**src/rtl/uart_rx_frame.sv**
```systemverilog
// uart_rx_frame: parametrised UART receiver with runtime parity, start-glitch
// rejection, parity/framing flags and a first-word-fall-through output FIFO.
// Optional build macro UART_RX_FRAME_MAJORITY_EN: 2-of-3 majority vote of the
// samples at tick-1, tick and tick+1 (decision one cycle later, baud_div_i >= 4).
module uart_rx_frame #(
  parameter int unsigned DATA_WIDTH = 8,
  parameter int unsigned FIFO_DEPTH = 4
) (
  input  logic                  clk_i,
  input  logic                  rst_n_i,
  input  logic                  rx_i,
  input  logic [31:0]           baud_div_i,
  input  logic [1:0]            parity_i,
  output logic [DATA_WIDTH-1:0] rx_data_o,
  output logic                  rx_perr_o,
  output logic                  rx_ferr_o,
  output logic                  rx_valid_o,
  input  logic                  rx_ready_i,
  output logic                  overrun_o,
  output logic                  busy_o
);

  localparam int unsigned IDX_W = $clog2(DATA_WIDTH);
  localparam int unsigned PTR_W = $clog2(FIFO_DEPTH);
  localparam int unsigned ENT_W = DATA_WIDTH + 2;
  localparam logic [IDX_W-1:0] LAST_IDX = IDX_W'(DATA_WIDTH - 1);
  localparam logic [PTR_W:0]   FULL_CNT = (PTR_W + 1)'(FIFO_DEPTH);

  typedef enum logic [2:0] {S_IDLE, S_START, S_DATA, S_PARITY, S_STOP} state_t;

  state_t state_q, state_d;

  logic [1:0]            sync_q;
  logic                  rx_prev_q;
  logic                  rx_s_c, fall_c, tick_c, samp_en_c, samp_bit_c;
  logic [31:0]           cnt_q;
  logic [1:0]            par_mode_q;
  logic                  par_on_c;
  logic [IDX_W-1:0]      bit_idx_q;
  logic [DATA_WIDTH-1:0] shreg_q;
  logic                  perr_q;
  logic                  wr_req_q;
  logic [ENT_W-1:0]      wr_entry_q;
  logic                  start_c, shift_c, par_c, stop_c;

  logic [ENT_W-1:0]      mem_q [FIFO_DEPTH];
  logic [PTR_W-1:0]      wr_ptr_q, rd_ptr_q, rd_ptr_nx;
  logic [PTR_W:0]        count_q, count_nx;
  logic                  push_c, pop_c, full_c, ovr_c;
  logic [ENT_W-1:0]      head_nx;

  assign rx_s_c   = sync_q[1];
  assign fall_c   = rx_prev_q & ~rx_s_c;
  assign par_on_c = (par_mode_q == 2'b01) || (par_mode_q == 2'b10);
  // Compare with >= so a baud_div_i lowered mid-frame cannot strand the counter.
  assign tick_c   = (cnt_q >= baud_div_i);

  // Two-flop synchroniser plus previous value for falling-edge detection.
  always_ff @(posedge clk_i or negedge rst_n_i) begin
    if (!rst_n_i) begin
      sync_q    <= 2'b11;
      rx_prev_q <= 1'b1;
    end else begin
      sync_q    <= {sync_q[0], rx_i};
      rx_prev_q <= sync_q[1];
    end
  end

`ifdef UART_RX_FRAME_MAJORITY_EN
  logic [1:0] hist_q;
  logic       tick_q;

  // Keep the two previous samples and delay the tick so the vote sees tick+1.
  always_ff @(posedge clk_i or negedge rst_n_i) begin
    if (!rst_n_i) begin
      hist_q <= 2'b11;
      tick_q <= 1'b0;
    end else begin
      hist_q <= {hist_q[0], rx_s_c};
      tick_q <= tick_c & (state_q != S_IDLE);
    end
  end

  assign samp_en_c  = tick_q;
  assign samp_bit_c = (hist_q[1] & hist_q[0]) | (hist_q[1] & rx_s_c) | (hist_q[0] & rx_s_c);
`else
  assign samp_en_c  = tick_c & (state_q != S_IDLE);
  assign samp_bit_c = rx_s_c;
`endif

  // Baud counter; a start edge preloads half a period so ticks land mid-bit.
  always_ff @(posedge clk_i or negedge rst_n_i) begin
    if (!rst_n_i) begin
      cnt_q <= 32'd0;
    end else if (state_q == S_IDLE && fall_c) begin
      cnt_q <= baud_div_i >> 1;
    end else if (tick_c) begin
      cnt_q <= 32'd0;
    end else begin
      cnt_q <= cnt_q + 32'd1;
    end
  end

  // State register.
  always_ff @(posedge clk_i or negedge rst_n_i) begin
    if (!rst_n_i) state_q <= S_IDLE;
    else          state_q <= state_d;
  end

  // Next-state and datapath strobes.
  always_comb begin
    state_d = state_q;
    start_c = 1'b0;
    shift_c = 1'b0;
    par_c   = 1'b0;
    stop_c  = 1'b0;
    case (state_q)
      S_IDLE: if (fall_c) begin
        state_d = S_START;
        start_c = 1'b1;
      end
      S_START: if (samp_en_c) state_d = samp_bit_c ? S_IDLE : S_DATA;
      S_DATA: if (samp_en_c) begin
        shift_c = 1'b1;
        if (bit_idx_q == LAST_IDX) state_d = par_on_c ? S_PARITY : S_STOP;
      end
      S_PARITY: if (samp_en_c) begin
        par_c   = 1'b1;
        state_d = S_STOP;
      end
      S_STOP: if (samp_en_c) begin
        stop_c  = 1'b1;
        state_d = S_IDLE;
      end
      default: state_d = S_IDLE;
    endcase
  end

  // Frame assembly: LSB-first shift, parity check, FIFO write request.
  always_ff @(posedge clk_i or negedge rst_n_i) begin
    if (!rst_n_i) begin
      par_mode_q <= 2'b00;
      bit_idx_q  <= '0;
      shreg_q    <= '0;
      perr_q     <= 1'b0;
      wr_req_q   <= 1'b0;
      wr_entry_q <= '0;
      busy_o     <= 1'b0;
    end else begin
      busy_o   <= (state_d != S_IDLE);
      wr_req_q <= stop_c;
      if (start_c) begin
        par_mode_q <= parity_i;
        perr_q     <= 1'b0;
        bit_idx_q  <= '0;
      end
      if (shift_c) begin
        shreg_q   <= {samp_bit_c, shreg_q[DATA_WIDTH-1:1]};
        bit_idx_q <= bit_idx_q + 1'b1;
      end
      if (par_c) perr_q <= ((^shreg_q) ^ samp_bit_c) != (par_mode_q == 2'b01);
      if (stop_c) wr_entry_q <= {perr_q, ~samp_bit_c, shreg_q};
    end
  end

  assign pop_c  = rx_valid_o & rx_ready_i;
  assign full_c = (count_q == FULL_CNT);
  assign push_c = wr_req_q & (~full_c | pop_c);
  assign ovr_c  = wr_req_q & full_c & ~pop_c;

  // Next FIFO occupancy/read pointer and the entry that becomes the head.
  always_comb begin
    count_nx = count_q;
    if (push_c && !pop_c)      count_nx = count_q + 1'b1;
    else if (!push_c && pop_c) count_nx = count_q - 1'b1;
    rd_ptr_nx = pop_c ? rd_ptr_q + 1'b1 : rd_ptr_q;
    head_nx   = (push_c && (rd_ptr_nx == wr_ptr_q)) ? wr_entry_q : mem_q[rd_ptr_nx];
  end

  // FIFO storage; contents need no reset because the pointers define validity.
  always_ff @(posedge clk_i) begin
    if (push_c) mem_q[wr_ptr_q] <= wr_entry_q;
  end

  // FIFO pointers and registered head/valid/overrun outputs.
  always_ff @(posedge clk_i or negedge rst_n_i) begin
    if (!rst_n_i) begin
      wr_ptr_q   <= '0;
      rd_ptr_q   <= '0;
      count_q    <= '0;
      rx_valid_o <= 1'b0;
      rx_data_o  <= '0;
      rx_perr_o  <= 1'b0;
      rx_ferr_o  <= 1'b0;
      overrun_o  <= 1'b0;
    end else begin
      if (push_c) wr_ptr_q <= wr_ptr_q + 1'b1;
      rd_ptr_q   <= rd_ptr_nx;
      count_q    <= count_nx;
      rx_valid_o <= (count_nx != '0);
      overrun_o  <= ovr_c;
      if (count_nx != '0) {rx_perr_o, rx_ferr_o, rx_data_o} <= head_nx;
    end
  end

endmodule

```
**config.mk**
```make
export PLATFORM = sky130hd
export DESIGN_NAME = uart_rx_frame
export DESIGN_NICKNAME = d
export VERILOG_FILES = /design/src/rtl/uart_rx_frame.sv
export SDC_FILE = /design/constraint.sdc
export NUM_CORES = 1
export LEC_CHECK = 0
export BUFFER_PORTS_ARGS = -buffer_cell sky130_fd_sc_hd__buf_2
export CORE_ASPECT_RATIO = 2
export CORE_UTILIZATION = 25
export DETAILED_ROUTE_END_ITERATION = 8
export PLACE_DENSITY = 0.5
export SYNTH_ARGS = -nofsm -noshare
export SYNTH_HDL_FRONTEND = slang
export SYNTH_SLANG_ARGS = --single-unit
```
**constraint.sdc**
```tcl
create_clock -name clk_i -period 6.2 [get_ports clk_i]
set_input_delay 1.24 -clock clk_i [delete_from_list [all_inputs] [get_ports clk_i]]
set_output_delay 1.24 -clock clk_i [all_outputs]
set_load 0.02 [all_outputs]
```
== Word level (Yosys, flattened, before mapping) ==
Memory sizes are Yosys's and may differ from the RTL's. A register that Yosys moved wholly into a read port is not among the register bits.
Index checks and enable logic that the tools add are counted.
Cells by class
  reductions and logical operators: 14
  magnitude comparators: 1
  add/subtract/negate cells: 6
  equal/unequal tests: 9
  bitwise gates (word level): 11
  mux-type cells: 26
Operator list (number)
  32-bit 2-to-1 mux: 2
  3-bit 2-to-1 mux: 11
  32-bit by 1-bit adder with 32-bit output (second input constant): 1
  32-bit greater-or-equal comparator: 1
  3-bit case mux with 5 select lines: 1
  1-bit 2-to-1 mux: 10
  3-bit equality test (second input constant): 3
  3-bit nonzero test: 3
  8-bit XOR reduction: 1
  3-bit by 1-bit adder with 3-bit output (second input constant): 2
  1-bit bitwise AND: 6
  3-bit by 2-bit equality test with 1-bit output (second input constant): 2
  2-bit by 1-bit adder with 2-bit output (second input constant): 2
  2-bit 2-to-1 mux: 2
  2-bit nonzero test: 2
  3-bit by 1-bit equality test with 1-bit output (second input constant): 1
  1-bit logical AND: 3
  1-bit zero test: 3
  3-bit zero test: 1
  1-bit NOT: 3
  3-bit by 1-bit subtractor with 3-bit output (second input constant): 1
  2-bit by 1-bit equality test with 1-bit output (second input constant): 1
  2-bit equality test (second input constant): 1
  1-bit logical OR: 1
  3 further kinds: 3
Storage, ports and cells
  output and inout bits: 13
  memories kept: 1
  bits in writable memories: 40
  bits of input ports: 38
  flip-flop bits (word level): 73
  word-level logic and storage cells: 84
Memory list
  mem_q: depth 4, width 10, rd ports 1, clocked after Yosys merged registers in 1, wr ports 1, RTL line 46  | logic [ENT_W-1:0] mem_q [FIFO_DEPTH];

== Depth between registers and ports, before layout ==
Gate-level depths: netlist of the first run.
  word-level depth: 9
  mapped depth: 11
  mapped depth without buffers: 9

== Worst setup path after synthesis of the first run ==
No wires, ideal clock.
  path kind: input to register
  start: in baud_div_i[0]
  end: reg wr_entry_q[1]
  cell stages on the path: 10
  setup slack: 2.991 ns
  required time: 6.075 ns
  setup time: 0.125 ns
  data arrival time: 3.084 ns
  path buffers: 2
  cells stage by stage: ha_1 > nand2b_1 > a2111o_1 > o211ai_1 > a31oi_1 > or2_1 > buf_6 > nand3_4 > buf_6 > mux2_4
Between the ends
  cells in the longest elaborated chain, start to end: 4
Ends and longest elaborated chain
  start: declaration: RTL line 12  | input logic [31:0] baud_div_i,
  32-bit greater-or-equal comparator: RTL line 56  | assign tick_c = (cnt_q >= baud_div_i);
  1-bit bitwise AND: RTL line 87  | assign samp_en_c = tick_c & (state_q != S_IDLE);
  1-bit 2-to-1 mux: RTL line 131  | S_STOP: if (samp_en_c) begin
  1-bit 2-to-1 mux: RTL line 117  | case (state_q)
  end signal: assignment: RTL line 162  | if (stop_c) wr_entry_q <= {perr_q, ~samp_bit_c, shreg_q};
  end: declaration: RTL line 43  | logic [ENT_W-1:0] wr_entry_q;
No other way between the ends.
A chain may end at the register's enable or synchronous reset.

== Worst setup path in the final report of the first run ==
  start: in baud_div_i[15]
  end: reg shreg_q[1]
Between the ends
  cells in the longest elaborated chain, start to end: 4
Ends and longest elaborated chain
  32-bit greater-or-equal comparator: RTL line 56
  1-bit bitwise AND: RTL line 87
  1-bit 2-to-1 mux: RTL line 123  | S_DATA: if (samp_en_c) begin
  1-bit 2-to-1 mux: RTL line 117
  end signal: assignment: RTL line 158  | shreg_q <= {samp_bit_c, shreg_q[DATA_WIDTH-1:1]};
  end: declaration: RTL line 40  | logic [DATA_WIDTH-1:0] shreg_q;
No other way between the ends.

==> flow_metrics.tcl, run 1 <==
set metrics [dict create \
    status "completed" \
    cts_buffers 17 \
    synth_cell_types 52 \
    wl_per_cell_um 14.95 \
    dp_hpwl_um 10820 \
    overflow 0 \
    worstSkewPairLatency_ns 0.42 \
    ys_dominant_reg_cell "dfrtp_1" \
    die_h_um 228.7 \
    hp-class "flop to flop" \
    ctsLongestPathBuffers 2 \
    portBuffers 50 \
    ant_nets 0 \
    dr.pass1.iters 4 \
    cts.htree.levels 4 \
    cts_hold_buf 0 \
    worst_pin_slew_ns 1.038 \
    clock_sinks 123 \
    power.density_nw_per_um2 447.2 \
    path_clk_slew_ns 0.06 \
    grt_start_max_net_pins 64 \
    place_congestion 0.8025 \
    yosysSeqAreaShare_pct 51.08 \
    rsz0062_at_grt "false" \
    final_cell_mix "dfrtp_1, nand2_1, buf_2, inv_1, ha_1" \
    hold_depth 0 \
    crit_fanout 24 \
    root_buffer "clkbuf_16" \
    finalSetupViolCount 0 \
    viasPerCell 4.411 \
    die_x_um 115.4 \
    synth_edf_count 40 \
    hp-start "sync_q[0]" \
    synth_top_area_share_pct 31.16 \
    fillers 2618 \
    track_usage_pct 11.87 \
    syn_inst 559 \
    syn2layout_area_growth_pct 18.89 \
    cts_setup_buffers 0 \
    coreArea_um2 25140 \
    max_slew_margin_pct 30.78 \
    p_leak_nw 3.495 \
    syn_area_um2 6425 \
    drt_drc_violations_left 0 \
    cts_tree "built" \
    crit_slowest_cell "nor4_1" \
    hold_violations 0 \
    netlist_top_cells_area "dfrtp_1, edfxtp_1, ha_1" \
    first_iter_violations 130 \
    fin_ws_ns 2.738 \
    io_pins 51 \
    crit_path_end_kind "flop" \
    reg2reg_slack_ns 3.23 \
    drive_gt1_share_pct 20.61 \
    cp_num_buf_inv 3 \
    cts_resized 0 \
    start_util_pct 25.56 \
    cp.arrival_ns 3.76 \
    crit_chain "buf_2 -> inv_1 -> ha_1 -> nand4_1 -> nor4_1 -> o211ai_1 -> a31oi_1 -> or2_1 -> buf_4 -> nand2_2 -> mux2_4" \
    min_period_ns 3.462 \
    place_worst_setup_slack_ns 2.286 \
    final-max-slew-violation-count 0 \
    diodes 0 \
    worstHoldEndpoint "sync_q[1]" \
    critPathTopFamily "simple AND/OR/NAND/NOR gates" \
    final_common_cell "dfrtp_1" \
    synthArstFlopShare_pct 67.48 \
    r2r_cells 9 \
    fin_nets 694 \
    multi_input_area_um2 2863 \
    syn-mean-instance-area_um2 11.49 \
    seq_area_um2 3282 \
    cap_violations 0 \
    drt-total-wl_um 14380 \
    yosysWarnings 0 \
    tns_ns 0 \
    synth_top_cell_by_area "dfrtp_1" \
    vdd_drop_max_mv 0.1474 \
    grt_pass1_wl_um 23580 \
    fin_skew_ns 0.009870 \
    r2r-start "cnt_q[14]" \
    die_area_um2 26380 \
    max_freq_ghz 0.2888 \
    crit_path_start_kind "input pin" \
    cpPeakStageDelay_ns 0.37 \
    worstReg2RegEnd "shreg_q[1]" \
    period_share_pct 55.84 \
    grt_pass1_vias 4495 \
    antenna_found_initial 0 \
    num_vias 4243 \
    synth.ff_latch_count 123 \
    critPathKind "input pin to flop" \
    core.rowCount 82 \
    syn_nets 640 \
    crit_required_ns 6.50 \
]
-- flip-flops by register name, summed over array words and instances, names as in the netlist, 2 cells and up --
register    count
sync_q          2
rx_data_o       8
par_mode_q      2
mem_q          40
state_q         3
wr_entry_q     10
wr_ptr_q        2
bit_idx_q       3
rd_ptr_q        2
shreg_q         8
count_q         3
cnt_q          32
-- per-layer routing --
metal	vias to the layer above	share of wire [%]	GRT usage (%)
met5	-	0	0
met3	23	2.1	2.334
li1	2096	-	-
met1	2069	36	11.34
met2	55	60	23.39
met4	0	2.5	5.195
-- synth_stat cells, types with 13 or more instances --
library cell	n
inv_1	45
and3_1	15
edfxtp_1	40
o22ai_1	21
nor2_1	17
a21oi_1	13
dfrtp_1	80
xnor2_1	24
nand3_1	17
xor2_1	22
ha_1	43
nand2_1	77
o21ai_0	16
mux2_4	16
-- final cells by class --
class / instances / area share [%]
repair buffers: 56 / 3.898
clock inverters: 14 / 2.195
clock buffers: 18 / 5.749
multi-input cells: 370 / 37.48
inverters: 45 / 2.211
flip-flops and latches: 123 / 42.96
well taps: 336 / 5.504
-- report_power, final --
group	switching, mW	total (mW)	internal, mW
combinational	0.610	1.16	0.547
sequential	0.202	1.24	1.03
clock	0.380	1.02	0.644
-- worst max-delay path by stage --
stage               depth (start not counted)           start            end  slack (ns)
floorplan                                  10   baud_div_i[0]  wr_entry_q[1]        2.99
global placement                           11  baud_div_i[15]     shreg_q[5]        2.35
detailed placement                         11  baud_div_i[15]     shreg_q[1]        2.29
CTS                                        11  baud_div_i[15]     shreg_q[1]        2.71
global route                               11  baud_div_i[15]     shreg_q[5]        2.45
finish                                     11  baud_div_i[15]     shreg_q[1]        2.74
-- per-stage QoR --
| stage | hold WS, ns | cell area [um2] | power (mW) | cells | utilization, % |
|---|---|---|---|---|---|
| after floorplan | 0.3452 | 6425 | 2.107 | 559 | - |
| after global placement | 0.3487 | 7032 | 2.408 | 930 | 27.97 |
| after detailed placement | 0.3500 | 7032 | 2.431 | 930 | 27.97 |
| after CTS | 0.3578 | 7639 | 3.472 | 962 | 30.39 |
| after global routing | 0.3590 | 7639 | 3.661 | 962 | 30.39 |
| final | 0.3555 | 7639 | 3.416 | 962 | 30.39 |
-- kinds of logic (layout without fill, tap and decap cells) --
kind of cell / after synthesis / after routing / synth area share, %
XOR/XNOR: 46 / 46 / 6.271
flip-flops: 123 / 123 / 51.08
buffers and inverters: 66 / 133 / 4.518
adder cells (fa/ha/maj): 43 / 43 / 8.374
multiplexers: 40 / 40 / 9.465
AO/OA/AOI/OAI: 85 / 85 / 8.666
AND/OR/NAND/NOR: 156 / 156 / 11.63
Power figures use the tool's default switching activity.
==> inputs of run 2 (changes only) <==
clock period = 3.53 ns   (was 6.2 ns; I/O delays follow)
==> run 2 against run 1 <==
  * Combinational power rose by 76%
  * Final cell count up 0.31%
  * Critical endpoint is now state_q[1]
  * Clock-buffer cell count up 1
  * Highest routed layer unchanged
  * Non-clock buffer count grew 3
  * Sequential cell count stayed put
  * Sequential power grew 75%
  * First-iteration DRC count down 15%
  * Setup slack got worse by 2.0 ns
  * Via count rose by 0.26%
  * Clock skew rose by 0.0013 ns
  * Die area unchanged
==> flow_metrics.tcl, run 2 (synthesized netlist as in run 1, its figures left out) <==
set metrics [dict create \
    placed_cells 933 \
    critPathKind "flop to flop" \
    final-max-slew-violation-count 0 \
    cts.htree.levels 4 \
    overflow 0 \
    r2r_cells 9 \
    reg2reg_slack_ns 0.73 \
    vdd_drop_max_mv 0.2750 \
    fin_nets 697 \
    crit_path_start_kind "flop" \
    core.rowCount 82 \
    top_regs "mem_q: 40 flops, cnt_q: 32 flops, wr_entry_q: 10 flops" \
    crit_slowest_cell "dfrtp_1" \
    crit_required_ns 3.85 \
    grt_start_max_net_pins 43 \
    regMostFlops "mem_q" \
    final_common_cell "dfrtp_1" \
    final_util_pct 30.64 \
    fin_skew_ns 0.01120 \
    period_share_pct 79.45 \
    layoutNonFillerInstCount 965 \
    diodes 0 \
    largest_reg_flops 40 \
    dp_hpwl_um 11040 \
    grt_pass1_wl_um 23870 \
    cts_resized 0 \
    final_cell_mix "dfrtp_1, nand2_1, buf_2, inv_1, ha_1" \
    antenna_found_initial 0 \
    power.density_nw_per_um2 797.3 \
    grt_pass1_vias 4523 \
    worst_pin_slew_ns 1.073 \
    status "completed" \
    drt_drc_violations_left 0 \
    hp-class "input pin to asynchronous set/reset pin" \
    cts_hold_buf 0 \
    portBuffers 50 \
    first_iter_violations 111 \
    coreArea_um2 25140 \
    place_congestion 0.7759 \
    cts_tree "built" \
    dr.pass1.iters 4 \
    drt-total-wl_um 14790 \
    root_buffer "clkbuf_16" \
    r2r-start "cnt_q[14]" \
    crit_path_end_kind "flop" \
    track_usage_pct 12.14 \
    wl_per_cell_um 15.33 \
    num_vias 4254 \
    start_util_pct 25.56 \
    io_pins 51 \
    crit_fanout 18 \
    min_period_ns 2.805 \
    finalSetupViolCount 0 \
    hold_violations 0 \
    viasPerCell 4.408 \
    path_clk_slew_ns 0.06 \
    die_x_um 115.4 \
    max_slew_margin_pct 28.46 \
    clock_sinks 123 \
    cts_buffers 17 \
    ant_nets 0 \
    cts_setup_buffers 0 \
    cp_common_cell "a31oi_1" \
    rsz0062_at_grt "false" \
    tns_ns 0 \
    die_h_um 228.7 \
    worstSkewPairLatency_ns 0.42 \
    ctsLongestPathBuffers 2 \
    syn2layout_area_growth_pct 19.88 \
    cpPeakStageDelay_ns 0.45 \
    cap_violations 0 \
    cp.arrival_ns 3.12 \
    max_freq_ghz 0.3566 \
    worstReg2RegEnd "state_q[1]" \
    cp-startpoint "cnt_q[14]" \
    crit_chain "ha_1 -> nand4_1 -> nor4_1 -> o211ai_1 -> a31oi_1 -> or2_1 -> buf_4 -> a31oi_1 -> a311oi_1" \
    p_leak_nw 3.528 \
    drive_gt1_share_pct 20.83 \
    die_area_um2 26380 \
]
## run 2: metrics by stage
| stage | setup WS (ns) | hold WS, ns | power [mW] | cell area, um2 |
|---|---|---|---|---|
| 2_1_floorplan | 0.8546 | 0.3452 | 3.701 | 6425 |
| 3_3_place_gp | 0.3244 | 0.3540 | 4.221 | 7054 |
| 3_5_place_dp | 0.3412 | 0.3537 | 4.269 | 7054 |
| 4_1_cts | 0.6919 | 0.2653 | 6.242 | 7702 |
| 5_1_grt | 0.4637 | 0.2778 | 6.580 | 7702 |
| 6_report | 0.7254 | 0.2541 | 6.141 | 7702 |
## run 2: layer usage
metal	share of wire, %	global-route usage (%)
met5	0	0
met4	2.2	5.763
met3	2.3	2.148
met2	60	24.27
met1	36	11.25
## run 2: critical path, delay by kind of cell, from the launching register on
kind / cells / cell delay, ns
and+or+nand+nor: 3 / 0.81
adders and majority gates: 1 / 0.33
buffers and inverters: 1 / 0.29
AOI/OAI and AO/OA: 4 / 0.82
DFF: 1 / 0.45
## run 2: how the worst max path moves through the flow
stage | endpoint | slack, ns | depth (start not counted)
floorplan | wr_entry_q[1] | 0.85 | 10
global placement | state_q[1] | 0.32 | 11
detailed placement | state_q[1] | 0.34 | 11
CTS | state_q[1] | 0.69 | 9
global route | state_q[1] | 0.46 | 9
finish | state_q[1] | 0.73 | 9
## run 2: report_power, final
part / internal, mW / switching [mW] / total, mW
combinational: 0.967 / 1.08 / 2.04
clock: 1.26 / 0.672 / 1.93
sequential: 1.81 / 0.351 / 2.17
total: 4.04 / 2.10 / 6.14
## run 2: layout make-up
type | instances | area [um2]
Clock inverter | 13 | 215.2
Timing Repair Buffer | 59 | 320.3
Sequential cell | 123 | 3282
Clock buffer | 19 | 432.9
Inverter | 45 | 168.9
Tap cell | 336 | 420.4
Fill cell | 2611 | 17430
Multi-Input combinational cell | 370 | 2863
